## config.mk

```make
export PLATFORM = sky130hd
export DESIGN_NAME = mem_lsu
export DESIGN_NICKNAME = d
export VERILOG_FILES = /design/src/rtl/mem_lsu_pkg.sv /design/src/rtl/mem_lsu_fmt.sv /design/src/rtl/mem_lsu.sv
export SDC_FILE = /design/constraint.sdc
export NUM_CORES = 1
export LEC_CHECK = 0
export CORE_MARGIN = 2
export CORE_UTILIZATION = 46
export CTS_CLUSTER_DIAMETER = 30
export DETAILED_ROUTE_END_ITERATION = 8
export PLACE_DENSITY = 0.86
export SLEW_MARGIN = 20
export SYNTH_ARGS = -nofsm -noshare
export SYNTH_HDL_FRONTEND = slang
export SYNTH_SLANG_ARGS = --single-unit
```

## constraint.sdc

```tcl
create_clock -name clk -period 5.29 [get_ports clk]
set_input_delay 0.7935 -clock clk [delete_from_list [all_inputs] [get_ports clk]]
set_output_delay 0.7935 -clock clk [all_outputs]
set_load 0.1 [all_outputs]
```

## src/rtl/mem_lsu_pkg.sv

```systemverilog
// rtl/mem_lsu_pkg.sv - shared encodings and helpers for the load/store unit
// Contents: funct3 encodings, FSM state type, bus write-enable levels,
// and funct3 decode helpers used by mem_lsu and mem_lsu_fmt.
package mem_lsu_pkg;

  localparam logic [2:0] F3_LB  = 3'b000;
  localparam logic [2:0] F3_LH  = 3'b001;
  localparam logic [2:0] F3_LW  = 3'b010;
  localparam logic [2:0] F3_LD  = 3'b011;
  localparam logic [2:0] F3_LBU = 3'b100;
  localparam logic [2:0] F3_LHU = 3'b101;
  localparam logic [2:0] F3_LWU = 3'b110;

  localparam logic [2:0] F3_SB = 3'b000;
  localparam logic [2:0] F3_SH = 3'b001;
  localparam logic [2:0] F3_SW = 3'b010;
  localparam logic [2:0] F3_SD = 3'b011;

  typedef enum logic [1:0] {
    ST_IDLE = 2'd0,
    ST_BUS  = 2'd1,
    ST_DONE = 2'd2
  } state_t;

  localparam logic [63:0] ZERO_WORD    = 64'd0;
  localparam logic        READ_ENABLE  = 1'b0;
  localparam logic        WRITE_ENABLE = 1'b1;

  // funct3 values that name no access at this data width.
  function automatic logic f3_invalid(input logic [2:0] f3, input logic is_store, input int data_w);
    logic w64;
    w64 = (data_w == 64);
    if (is_store) return f3[2] || (!w64 && f3 == F3_SD);
    return (f3 == 3'b111) || (!w64 && (f3 == F3_LD || f3 == F3_LWU));
  endfunction

  // log2 of the access size in bytes; invalid encodings become full-width.
  function automatic logic [1:0] size_log2(input logic [2:0] f3, input logic is_store, input int data_w);
    if (f3_invalid(f3, is_store, data_w)) return (data_w == 64) ? 2'd3 : 2'd2;
    return f3[1:0];
  endfunction

endpackage

```

## src/rtl/mem_lsu_fmt.sv

```systemverilog
// rtl/mem_lsu_fmt.sv - combinational lane alignment and load formatting
// Ports:
//   funct3, store, addr, wdata   request-side instruction fields
//   bus_addr, be, bus_wdata      word-aligned address, byte enables, replicated store data
//   off                          naturally aligned lane offset to remember for the response
//   misalign                     unaligned access or invalid funct3
//   rsp_funct3, rsp_off, rdata   latched load info plus raw bus read word
//   load_data                    extracted and sign/zero-extended load result
module mem_lsu_fmt
  import mem_lsu_pkg::*;
#(
  parameter int DATA_W = 32,
  parameter int ADDR_W = 32
) (
  input  logic [2:0]                       funct3,
  input  logic                             store,
  input  logic [ADDR_W-1:0]                addr,
  input  logic [DATA_W-1:0]                wdata,
  output logic [ADDR_W-1:0]                bus_addr,
  output logic [DATA_W/8-1:0]              be,
  output logic [DATA_W-1:0]                bus_wdata,
  output logic [$clog2(DATA_W/8)-1:0]      off,
  output logic                             misalign,
  input  logic [2:0]                       rsp_funct3,
  input  logic [$clog2(DATA_W/8)-1:0]      rsp_off,
  input  logic [DATA_W-1:0]                rdata,
  output logic [DATA_W-1:0]                load_data
);

  localparam int NB    = DATA_W / 8;
  localparam int OFF_W = $clog2(NB);

  logic [1:0]       sz;
  logic [OFF_W-1:0] raw_off;
  logic [OFF_W-1:0] size_mask;

  always_comb begin
    sz        = size_log2(funct3, store, DATA_W);
    raw_off   = addr[OFF_W-1:0];
    size_mask = OFF_W'((1 << sz) - 1);
    // Low offset bits below the access size are dropped: natural alignment.
    off       = raw_off & ~size_mask;
    misalign  = f3_invalid(funct3, store, DATA_W) || ((raw_off & size_mask) != '0);
    bus_addr  = {addr[ADDR_W-1:OFF_W], {OFF_W{1'b0}}};
    be        = NB'((1 << (1 << sz)) - 1) << off;
    bus_wdata = '0;
    // Each lane takes the store byte at its position modulo the access size.
    for (int i = 0; i < NB; i++) begin
      bus_wdata[8*i +: 8] = wdata[8*(i & ((1 << sz) - 1)) +: 8];
    end
  end

  logic [1:0]        rsz;
  logic [DATA_W-1:0] shifted;
  logic [DATA_W-1:0] left;
  int                pad;

  always_comb begin
    rsz     = size_log2(rsp_funct3, 1'b0, DATA_W);
    shifted = rdata >> (8 * rsp_off);
    pad     = DATA_W - (8 << rsz);
    // Park the field at the top, then shift back down logically or arithmetically.
    left    = shifted << pad;
    if (rsp_funct3[2]) load_data = left >> pad;
    else               load_data = DATA_W'($signed(left) >>> pad);
  end

endmodule

```

## src/rtl/mem_lsu.sv

```systemverilog
// rtl/mem_lsu.sv - load/store memory stage between EX and WB
// Optional feature macro: MEM_LSU_MISALIGN_TRAP_EN (misaligned/invalid accesses
// skip the bus and retire with misalign_o=1).
// Ports:
//   clk, arst_n                      clock, synchronous active-low reset
//   valid_i/ready_o                  EX handshake; load_i, store_i, funct3_i, addr_i, wdata_i
//   reg_w_ena_i/addr_i/data_i        ALU writeback from EX
//   dmem_req_o, dmem_we_o, dmem_addr_o, dmem_be_o, dmem_wdata_o, dmem_ack_i, dmem_rdata_i  data bus
//   valid_o/ready_i                  WB handshake; reg_w_ena_o/addr_o/data_o, misalign_o results
module mem_lsu
  import mem_lsu_pkg::*;
#(
  parameter int DATA_W = 32,
  parameter int ADDR_W = 32
) (
  input  logic                  clk,
  input  logic                  arst_n,
  input  logic                  valid_i,
  output logic                  ready_o,
  input  logic                  load_i,
  input  logic                  store_i,
  input  logic [2:0]            funct3_i,
  input  logic [ADDR_W-1:0]     addr_i,
  input  logic [DATA_W-1:0]     wdata_i,
  input  logic                  reg_w_ena_i,
  input  logic [4:0]            reg_w_addr_i,
  input  logic [DATA_W-1:0]     reg_w_data_i,
  output logic                  dmem_req_o,
  output logic                  dmem_we_o,
  output logic [ADDR_W-1:0]     dmem_addr_o,
  output logic [DATA_W/8-1:0]   dmem_be_o,
  output logic [DATA_W-1:0]     dmem_wdata_o,
  input  logic                  dmem_ack_i,
  input  logic [DATA_W-1:0]     dmem_rdata_i,
  output logic                  valid_o,
  input  logic                  ready_i,
  output logic                  reg_w_ena_o,
  output logic [4:0]            reg_w_addr_o,
  output logic [DATA_W-1:0]     reg_w_data_o,
  output logic                  misalign_o
);

  localparam int NB    = DATA_W / 8;
  localparam int OFF_W = $clog2(NB);

  state_t           state;
  logic [2:0]       rsp_funct3;
  logic [OFF_W-1:0] rsp_off;
  logic             is_load;
  logic [4:0]       rd;
  logic             rd_wr;

  logic [ADDR_W-1:0] f_addr;
  logic [NB-1:0]     f_be;
  logic [DATA_W-1:0] f_wdata;
  logic [OFF_W-1:0]  f_off;
  logic              f_misalign;
  logic [DATA_W-1:0] f_load_data;

  mem_lsu_fmt #(.DATA_W(DATA_W), .ADDR_W(ADDR_W)) u_fmt (
    .funct3     (funct3_i),
    .store      (store_i),
    .addr       (addr_i),
    .wdata      (wdata_i),
    .bus_addr   (f_addr),
    .be         (f_be),
    .bus_wdata  (f_wdata),
    .off        (f_off),
    .misalign   (f_misalign),
    .rsp_funct3 (rsp_funct3),
    .rsp_off    (rsp_off),
    .rdata      (dmem_rdata_i),
    .load_data  (f_load_data)
  );

  logic accept;
  logic is_mem;
  logic trap;

  assign ready_o = (state == ST_IDLE) && (!valid_o || ready_i);
  assign accept  = valid_i && ready_o;
  assign is_mem  = load_i || store_i;

`ifdef MEM_LSU_MISALIGN_TRAP_EN
  assign trap = f_misalign;
`else
  logic unused_misalign;
  assign trap            = 1'b0;
  assign unused_misalign = f_misalign;
  assign misalign_o      = 1'b0;
`endif

  always_ff @(posedge clk) begin
    if (!arst_n) begin
      state        <= ST_IDLE;
      valid_o      <= 1'b0;
      dmem_req_o   <= 1'b0;
      dmem_we_o    <= READ_ENABLE;
      dmem_addr_o  <= '0;
      dmem_be_o    <= '0;
      dmem_wdata_o <= ZERO_WORD[DATA_W-1:0];
      reg_w_ena_o  <= 1'b0;
      reg_w_addr_o <= '0;
      reg_w_data_o <= ZERO_WORD[DATA_W-1:0];
      rsp_funct3   <= '0;
      rsp_off      <= '0;
      is_load      <= 1'b0;
      rd           <= '0;
      rd_wr        <= 1'b0;
`ifdef MEM_LSU_MISALIGN_TRAP_EN
      misalign_o   <= 1'b0;
`endif
    end else begin
      case (state)
        ST_IDLE: begin
          if (ready_i) valid_o <= 1'b0;
          if (accept) begin
            if (!is_mem) begin
              valid_o      <= 1'b1;
              reg_w_ena_o  <= reg_w_ena_i;
              reg_w_addr_o <= reg_w_addr_i;
              reg_w_data_o <= reg_w_data_i;
`ifdef MEM_LSU_MISALIGN_TRAP_EN
              misalign_o   <= 1'b0;
`endif
            end else begin
              valid_o      <= 1'b0;
              reg_w_ena_o  <= 1'b0;
              reg_w_addr_o <= '0;
              reg_w_data_o <= '0;
              is_load      <= load_i;
              rd           <= reg_w_addr_i;
              // x0 loads still touch the bus but never write back.
              rd_wr        <= load_i && reg_w_ena_i && (reg_w_addr_i != 5'd0);
              rsp_funct3   <= funct3_i;
              rsp_off      <= f_off;
              if (trap) begin
                state        <= ST_DONE;
                valid_o      <= 1'b1;
                reg_w_addr_o <= reg_w_addr_i;
`ifdef MEM_LSU_MISALIGN_TRAP_EN
                misalign_o   <= 1'b1;
`endif
              end else begin
                state        <= ST_BUS;
                dmem_req_o   <= 1'b1;
                dmem_we_o    <= store_i ? WRITE_ENABLE : READ_ENABLE;
                dmem_addr_o  <= f_addr;
                dmem_be_o    <= f_be;
                dmem_wdata_o <= f_wdata;
              end
            end
          end
        end
        ST_BUS: begin
          if (dmem_ack_i) begin
            state        <= ST_DONE;
            dmem_req_o   <= 1'b0;
            dmem_we_o    <= READ_ENABLE;
            valid_o      <= 1'b1;
            reg_w_ena_o  <= rd_wr;
            reg_w_addr_o <= rd;
            reg_w_data_o <= is_load ? f_load_data : '0;
          end
        end
        ST_DONE: begin
          if (ready_i) begin
            state   <= ST_IDLE;
            valid_o <= 1'b0;
`ifdef MEM_LSU_MISALIGN_TRAP_EN
            misalign_o <= 1'b0;
`endif
          end
        end
        default: state <= ST_IDLE;
      endcase
    end
  end

endmodule

```

* Word level (Yosys, flattened, before mapping)
Index checks and enable logic that the tools add are counted.
** Operators by class
- Add/subtract/negate cells :: 3
- Equal/unequal tests :: 12
- Shifts and indexed selects :: 11
- Muxes and demuxes :: 40
- Bitwise logic cells :: 2
- Reductions and logical operators :: 21
** Operators by type and width (number)
- 32-bit 2-to-1 mux :: 5
- 32-bit one-hot mux with 2 select lines :: 1
- 32-bit by 6-bit variable part select with 8-bit output :: 2
- 32-bit by 5-bit variable part select with 8-bit output :: 1
- 1-bit by 2-bit left shift with 32-bit output (first input constant) :: 1
- 1-bit by 32-bit left shift with 4-bit output (first input constant) :: 1
- 32-bit by 32-bit left shift with 32-bit output :: 1
- 4-bit by 2-bit left shift with 32-bit output (first input constant) :: 1
- 32-bit by 32-bit >> shifter with 32-bit output :: 1
- 32-bit by 5-bit >> shifter with 32-bit output :: 1
- 32-bit by 32-bit >>> shifter with 32-bit output :: 1
- 7-bit by 32-bit subtractor with 32-bit output (first input constant) :: 1
- 1-bit 2-to-1 mux :: 17
- 2-bit 2-to-1 mux :: 8
- 5-bit 2-to-1 mux :: 3
- 3-bit == test (second input constant) :: 4
- 5-bit one-hot mux with 2 select lines :: 1
- 2-bit != test (second input constant) :: 4
- 4-bit AND reduction :: 2
- 1-bit logical OR :: 7
- 3-bit by 2-bit == test with 1-bit output (second input constant) :: 2
- 1-bit one-hot mux with 2 select lines :: 3
- 2-bit one-hot mux with 3 select lines :: 1
- 3-bit AND reduction :: 2
- 15 further kinds :: 18
** Word-level totals
- Register bits after elaboration :: 121
- Output and inout port bits :: 111
- Word-level logic and storage cells :: 104

* Depth between registers and ports, before layout
Gate-level depths: netlist of the first run.
- Word-level depth :: 13
- Depth in mapped cells :: 9
- Mapped depth without buffers :: 6

* By module
A second synthesis of the first run with hierarchy kept.
** Second synthesis, totals
- Cell total of the unflattened synthesis :: 814
- Area total of the unflattened synthesis :: 6558.8 um^2
** Modules (own cells, without submodules)
- mem_lsu :: instances 1, cells each 576, area an instance 5054.8 um^2
- mem_lsu_fmt :: instances 1, cells each 238, area an instance 1503.9 um^2

* Worst setup path before layout of the first run
Ideal clock, no wire load.
- Path kind :: register to output
- Start :: register valid_o
- End :: output ready_o
- Arrival :: 1.559 ns
- Data required time :: 4.497 ns
- Setup slack :: 2.937 ns
- Stages on the path, launching flop included :: 3
- Path through :: dfxtp_1 > nand2b_1 > and2_2
** Between the ends
- Cells in the longest elaborated chain, start to end :: 3
** Ends and longest elaborated chain
- start, declared :: RTL line mem_lsu.sv:35 : output logic valid_o,
- start signal, assigned :: RTL line mem_lsu.sv:96 : valid_o <= 1'b0;
- start signal, assigned :: RTL line mem_lsu.sv:116 : if (ready_i) valid_o <= 1'b0;
- start signal, assigned :: RTL line mem_lsu.sv:119 : valid_o <= 1'b1;
- 1-bit logical NOT :: RTL line mem_lsu.sv:80 : assign ready_o = (state == ST_IDLE) && (!valid_o || ready_i);
- 1-bit logical OR :: RTL line mem_lsu.sv:80
- 1-bit logical AND :: RTL line mem_lsu.sv:80
- end, declared :: RTL line mem_lsu.sv:19 : output logic ready_o,
No other way between the ends.

* Worst setup path after layout of the first run
- Start :: input ready_i
- End :: output ready_o
** Between the ends
- Cells in the longest elaborated chain, start to end :: 2
** Ends and longest elaborated chain
- start, declared :: RTL line mem_lsu.sv:36 : input logic ready_i,
- 1-bit logical OR :: RTL line mem_lsu.sv:80
- 1-bit logical AND :: RTL line mem_lsu.sv:80
No other way between the ends.

==> results of run 1 <==
cells in the mapped netlist, types with 5 or more instances:
cell / instances / area, um^2
inv_1: 7 / 26.28
nand3_1: 13 / 65.06
nand2_1: 124 / 465.5
a21oi_1: 97 / 485.5
nor2_1: 31 / 116.4
buf_6: 5 / 56.30
o2bb2ai_1: 8 / 70.07
o211ai_1: 16 / 120.1
o21ai_0: 31 / 155.2
a211o_1: 7 / 61.31
clkbuf_1: 39 / 146.4
a221oi_1: 20 / 175.2
o41ai_2: 8 / 130.1
nand3b_1: 9 / 67.56
buf_2: 14 / 70.07
dfxtp_1: 121 / 2422
buf_1: 7 / 26.28
a211oi_1: 28 / 210.2
mux2i_1: 41 / 410.4
nor3_1: 9 / 45.04
nor2b_1: 7 / 43.79
a32oi_1: 15 / 131.4
worst max path at each step:
| stage | from | to | slack (ns) | cells past startpoint |
|---|---|---|---|---|
| after global placement | ready_i | ready_o | 1.78 | 4 |
| after floorplan | valid_o | ready_o | 2.94 | 2 |
| final | ready_i | ready_o | 1.76 | 4 |
| after detailed placement | ready_i | ready_o | 1.77 | 4 |
| after CTS | ready_i | ready_o | 1.77 | 4 |
| after global routing | ready_i | ready_o | 1.72 | 4 |
stage by stage:
stage | cells | util | power, W | area, um^2 | worst slack, ns
3_3_place_gp | 1072 | 0.6697 | 0.004328 | 8452 | 1.785
6_report | 1104 | 0.7193 | 0.005568 | 9077 | 1.764
5_1_grt | 1104 | 0.7193 | 0.005782 | 9077 | 1.724
2_1_floorplan | 706 | - | 0.003650 | 5939 | 2.937
4_1_cts | 1104 | 0.7193 | 0.005581 | 9077 | 1.765
3_5_place_dp | 1072 | 0.6697 | 0.004358 | 8452 | 1.767
per-layer routing:
| metal | track usage | part of all wire |
|---|---|---|
| met3 | 0.09690 | 0.093 |
| met1 | 0.3227 | 0.40 |
| met4 | 0.1318 | 0.034 |
| met2 | 0.4656 | 0.47 |
| met5 | 0 | 0 |
registers in the layout (all words and copies together), names as in the netlist, 2 cells and up:
| signal | cells |
|---|---|
| state | 2 |
| dmem_wdata_o | 32 |
| rsp_funct3 | 3 |
| rsp_off | 2 |
| reg_w_addr_o | 5 |
| dmem_addr_o | 30 |
| dmem_be_o | 4 |
| reg_w_data_o | 32 |
| rd | 5 |
power by group through the flow:
stage                     clock [W]  sequential, W  combinational, W
after floorplan                   0        0.00273          0.000916
after global placement            0        0.00127           0.00306
after detailed placement          0        0.00128           0.00308
after CTS                   0.00122        0.00126           0.00310
after global routing        0.00126        0.00129           0.00323
final                       0.00121        0.00126           0.00310
worst reg2reg max path, delay by kind of cell (launching register included):
kind,cells,cell delay [ns]
buf+inv,2,0.56
fa+ha+maj,1,0.39
flops,1,0.37
simple gates,2,0.86
compound gates,2,0.33
cell families after synthesis:
family / count (synthesis) / synth area share
AOI/OAI and AO/OA: 245 / 0.2812
adders and majority gates: 4 / 0.008437
other: 1 / 0.0006322
muxes: 42 / 0.07298
and+or+nand+nor: 214 / 0.1677
xor gates and xnor gates: 1 / 0.001477
DFF: 121 / 0.4084
buffers and inverters: 76 / 0.05927
cell type report:
cell class	instances	area (um^2)	area share
Clock buffer	22	484.2	0.05334
Clock inverter	10	141.4	0.01558
Inverter	8	31.28	0.003446
Multi-Input combinational cell	509	3187	0.3511
Sequential cell	121	2424	0.2670
Tap cell	172	215.2	0.02371
Timing Repair Buffer	262	2595	0.2859
==> summary.txt, run 1 <==
Synthesis
  • Top FF cell, synth: dfxtp_1
  • Post-Synthesis Cells: 704
  • Register area share after synthesis: 0.4084
  • Count of cell types in the netlist: 58
  • Post-synth EDFFs: 0
  • Synthesized area per cell: 8.426 um^2
  • Synth warn: 0
  • Cell Area, Synth: 5932 um^2
  • Async SR Flop Fraction: 0
  • #FFs+latches synth: 121

Timing
  • Least-Margin Pin Slew: 1.088 ns
  • Final slew viol count: 0
  • Tmin final: 3.526 ns
  • Final Hold Fails: 0
  • Setup tns final: 0 ns
  • Final period util: 0.6665
  • RSZ-0062 raised after global routing: false
  • Post-Route Skew: 0.009995 ns
  • Slew headroom: 0.2732
  • Setup violators final: 0
  • Minimum hold slack: 0.4512 ns
  • Fmax achieved: 283.6 MHz

Min path
  • Hold Crit Start: dmem_addr_o[3]
  • Type of the tightest min-delay check: reg -> reg
  • Hold path depth: 2
  • Worst Hold End: dmem_addr_o[3]

Critical path
  • WP data required: 4.50 ns
  • CP Cell Sequence: clkdlybuf4s50_1 > nand2b_1 > and2_2 > clkdlybuf4s50_1
  • Worst path arrival time: 2.73 ns
  • Cell family with most CP delay: buffers and inverters
  • Reg2reg path depth: 7
  • Crit-path most repeated cell: clkdlybuf4s50_1
  • Highest-delay cell along the critical path: clkdlybuf4s50_1
  • Worst Setup Start Kind: primary input
  • R2r setup slk: 2.69 ns
  • CP Class: in -> out
  • Worst Path Max Fanout: 4
  • CP Buf/Inv Count: 2
  • Reg2reg start: state[1]
  • Worst flop-to-flop path endpoint: reg_w_data_o[25]
  • CP peak stage delay: 1.12 ns
  • Crit. End Element: output pin

Global route
  • Grt total ovfl: 0
  • Largest net degree at the start of global routing: 95
  • Vias in the first global route: 5931
  • First-pass GRT wire length: 30830 um
  • Initial antenna violation count: 0
  • GRT Util Overall: 0.2797

Power and ir drop
  • Leak Pwr: 3.236 nW
  • Int Power: 0.002704 W
  • VDD IR max: 0.3847 mV
  • PwrDens: 613.4 nW/um^2
  • Clock group share of total power: 0.217
  • Seq pwr share: 0.227
  • Psw: 0.002864 W
  • Switching Share: 0.5144
  • Combinational share of power: 0.556

Routing
  • Starting DRC count in detailed routing: 444
  • WL/cell: 18.03 um
  • DR vias: 6270
  • Post-route antenna net violation count: 0
  • Drt first pass iters: 5
  • Via density: 5.679
  • Residual DRC count: 0
  • Final WL: 19910 um

Clock tree
  • TritonCTS clock tree: done
  • # clock sinks: 121
  • CTS max path bufs: 2
  • Post-CTS Setup Bufs: 0
  • Hold buffers post-CTS: 0
  • Post-cts sizing count: 0
  • Clock root cell: clkbuf_16
  • Total CTS buffers: 17
  • H-Tree Depth: 4
  • Later-pin clock latency in the skew report: 0.42 ns
  • Worst-path clk slew: 0.05 ns

Floorplan
  • Row count: 41
  • Die W: 117.6 um
  • Core Region: 12620 um^2
  • Starting density of the core: 0.4701
  • Die height: 117.6 um
  • I/O pins: 255
  • Die footprint: 13820 um^2

Cells and area
  • Most frequent cells in the layout: clkdlybuf4s50_1, nand2_1, dfxtp_1
  • Nets: 1067
  • Layout fillers: 958
  • Layout cell share with drive strength beyond 1: 0.07511
  • Layout area overhead: 53.03%
  • Commonest non-fill, non-tap cell in the layout: clkdlybuf4s50_1
  • N_diodes: 0

Place
  • Final HPWL DP: 13770 um
  • IO buf count: 251
  • Placer congestion estimate: 0.8733

Run
  • Max_cap viols: 0

Status
  • Outcome: finished, final reports clean
Note: power is estimated with default switching activity, not from simulation.
==> inputs of run 2 (changes only) <==
--- a/config.mk
+++ b/config.mk
@@ -6,10 +6,10 @@
 export NUM_CORES = 1
 export LEC_CHECK = 0
 export CORE_MARGIN = 2
-export CORE_UTILIZATION = 46
+export CORE_UTILIZATION = 39
 export CTS_CLUSTER_DIAMETER = 30
 export DETAILED_ROUTE_END_ITERATION = 8
-export PLACE_DENSITY = 0.86
+export PLACE_DENSITY = 0.78
 export SLEW_MARGIN = 20
 export SYNTH_ARGS = -nofsm -noshare
 export SYNTH_HDL_FRONTEND = slang
==> constraint.sdc (replaced) <==
create_clock -name clk -period 2.9 [get_ports clk]
set_input_delay 0.435 -clock clk [delete_from_list [all_inputs] [get_ports clk]]
set_output_delay 0.435 -clock clk [all_outputs]
set_load 0.1 [all_outputs]
==> summary.txt, run 2 (synthesis results as in run 1) <==
Status
  • Outcome: finished, final reports clean (unchanged)

Routing
  • DR vias: 6246 (was 6270)
  • Final WL: 20070 um (was 19910 um)
  • Post-route antenna net violation count: 0 (unchanged)
  • Starting DRC count in detailed routing: 395 (was 444)
  • Drt first pass iters: 6 (was 5)
  • WL/cell: 17.70 um (was 18.03 um)
  • Via density: 5.508 (was 5.679)
  • Residual DRC count: 0 (unchanged)

Clock tree
  • H-Tree Depth: 4 (unchanged)
  • Post-CTS Setup Bufs: 0 (unchanged)
  • Post-cts sizing count: 0 (unchanged)
  • Clock root cell: clkbuf_16 (unchanged)
  • CTS max path bufs: 2 (unchanged)
  • Later-pin clock latency in the skew report: 0.41 ns (was 0.42 ns)
  • TritonCTS clock tree: done (unchanged)
  • Total CTS buffers: 17 (unchanged)
  • # clock sinks: 121 (unchanged)
  • Hold buffers post-CTS: 0 (unchanged)
  • Worst-path clk slew: 0.06 ns (was 0.05 ns)

Critical path
  • Crit. End Element: flip-flop (was output pin)
  • CP Buf/Inv Count: 2 (unchanged)
  • Worst Setup Start Kind: flip-flop (was primary input)
  • Worst path arrival time: 2.67 ns (was 2.73 ns)
  • Cell family with most CP delay: simple AND/OR/NAND/NOR gates (was buffers and inverters)
  • CP Cell Sequence: inv_1 > ha_1 > and3b_4 > or4_4 > buf_4 > a221oi_1 > nor3_1 (was clkdlybuf4s50_1 > nand2b_1 > and2_2 > clkdlybuf4s50_1)
  • CP peak stage delay: 0.67 ns (was 1.12 ns)
  • Worst Path Max Fanout: 22 (was 4)
  • CP Class: reg -> reg (was in -> out)
  • Highest-delay cell along the critical path: or4_4 (was clkdlybuf4s50_1)
  • WP data required: 3.18 ns (was 4.50 ns)

Floorplan
  • Core Region: 15030 um^2 (was 12620 um^2)
  • I/O pins: 255 (unchanged)
  • Die footprint: 16210 um^2 (was 13820 um^2)
  • Row count: 45 (was 41)
  • Die W: 127.3 um (was 117.6 um)
  • Starting density of the core: 0.3946 (was 0.4701)
  • Die height: 127.3 um (was 117.6 um)

Timing
  • Fmax achieved: 417.4 MHz
  • Final slew viol count: 0 (unchanged)
  • Slew headroom: 0.5206 (was 0.2732)
  • Least-Margin Pin Slew: 0.7144 ns (was 1.088 ns)
  • Setup tns final: 0 ns (unchanged)
  • Minimum hold slack: 0.4538 ns (was 0.4512 ns)
  • Final period util: 0.8261
  • Setup violators final: 0 (unchanged)
  • Final Hold Fails: 0 (unchanged)
  • Tmin final: 2.396 ns
  • RSZ-0062 raised after global routing: false (unchanged)
  • Post-Route Skew: 0.005832 ns (was 0.009995 ns)

Cells and area
  • Nets: 1081 (was 1067)
  • Layout cell share with drive strength beyond 1: 0.2040 (was 0.07511)
  • Layout area overhead: 50.71% (was 53.03%)
  • Commonest non-fill, non-tap cell in the layout: clkdlybuf4s50_1 (unchanged)
  • Design area: 8940 um^2 (was 9077 um^2)
  • Most frequent cells in the layout: clkdlybuf4s50_1, buf_4, nand2_1 (was clkdlybuf4s50_1, nand2_1, dfxtp_1)
  • Post-route insts no fill: 1134 (was 1104)
  • N_diodes: 0 (unchanged)
  • Top Registers: dmem_wdata_o (32), reg_w_data_o (32), dmem_addr_o (30) (unchanged)

Min path
  • Type of the tightest min-delay check: reg -> reg (unchanged)

Power and ir drop
  • Leak Pwr: 3.500 nW (was 3.236 nW)
  • VDD IR max: 0.6021 mV (was 0.3847 mV)
  • PwrDens: 1119 nW/um^2 (was 613.4 nW/um^2)

Place
  • Placed instance count: 1102 (was 1072)
  • Final HPWL DP: 14330 um (was 13770 um)
  • Dpl cell area: 8344 um^2 (was 8452 um^2)
  • Placer congestion estimate: 0.8721 (was 0.8733)
  • IO buf count: 251 (unchanged)

Global route
  • Vias in the first global route: 5933 (was 5931)
  • First-pass GRT wire length: 31160 um (was 30830 um)
  • Initial antenna violation count: 0 (unchanged)
  • Largest net degree at the start of global routing: 89 (was 95)
  • GRT Util Overall: 0.2426 (was 0.2797)
  • Grt total ovfl: 0 (unchanged)

Run
  • Max_cap viols: 0 (unchanged)
-- run 2: cell types whose count changed in the layout (fill, tap and decap cells not counted), moves of 2 or more --
cell / before / now
buf_4: 11 / 130
clkbuf_8: 4 / 2
clkdlybuf4s50_1: 251 / 143
inv_6: 0 / 3
buf_12: 0 / 3
-- run 2: cell type report --
cell class | count | area [um^2]
timing repair buffer | 276 | 2467
inverter | 8 | 31.28
multi-input combinational | 509 | 3187
clock inverter | 13 | 142.6
sequential | 121 | 2424
fill | 1365 | 6093
clock buffer | 19 | 452.9
tap | 188 | 235.2
-- run 2: routing by layer --
layer / vias to the layer above / global-route usage / routed length (um)
met1: 2894 / 0.2897 / 8306
met5: - / 0 / 0
li1: 3032 / - / -
met3: 36 / 0.09925 / 2096
met4: 0 / 0.1021 / 598
met2: 284 / 0.3866 / 9066
-- run 2: final timing paths --
kind / from / to / slack [ns] / cells past startpoint
hold / removal: dmem_addr_o[7] / dmem_addr_o[7] / 0.45 / 2
setup / recovery: state[0] / reg_w_ena_o / 0.50 / 7
setup reg to reg: state[0] / reg_w_ena_o / 0.50 / 7
hold reg to reg: dmem_addr_o[7] / dmem_addr_o[7] / 0.45 / 2
-- run 2: metrics by stage --
step | setup WS (ns) | power (W) | utilization
detailed placement | 0.3128 | 0.007924 | 0.5551
global route | 0.3489 | 0.01045 | 0.5947
global placement | 0.3340 | 0.007874 | 0.5551
finish | 0.5044 | 0.01000 | 0.5947
floorplan | 0.5974 | 0.006659 | -
CTS | 0.5017 | 0.01006 | 0.5947
-- run 2: worst reg2reg max path, cell delays in order (launching register included) --
cell and delay, ns:
dfxtp_1 0.38, inv_1 0.09, ha_1 0.30, and3b_4 0.24
or4_4 0.67, buf_4 0.28, a221oi_1 0.22, nor3_1 0.08
-- run 2: power by group --
group | leakage, nW | total, W | switching, W | internal, W
logic | 2.22 | 0.00557 | 0.00421 | 0.00136
clock network | 0.290 | 0.00212 | 0.000800 | 0.00132
registers | 0.993 | 0.00232 | 0.000242 | 0.00208
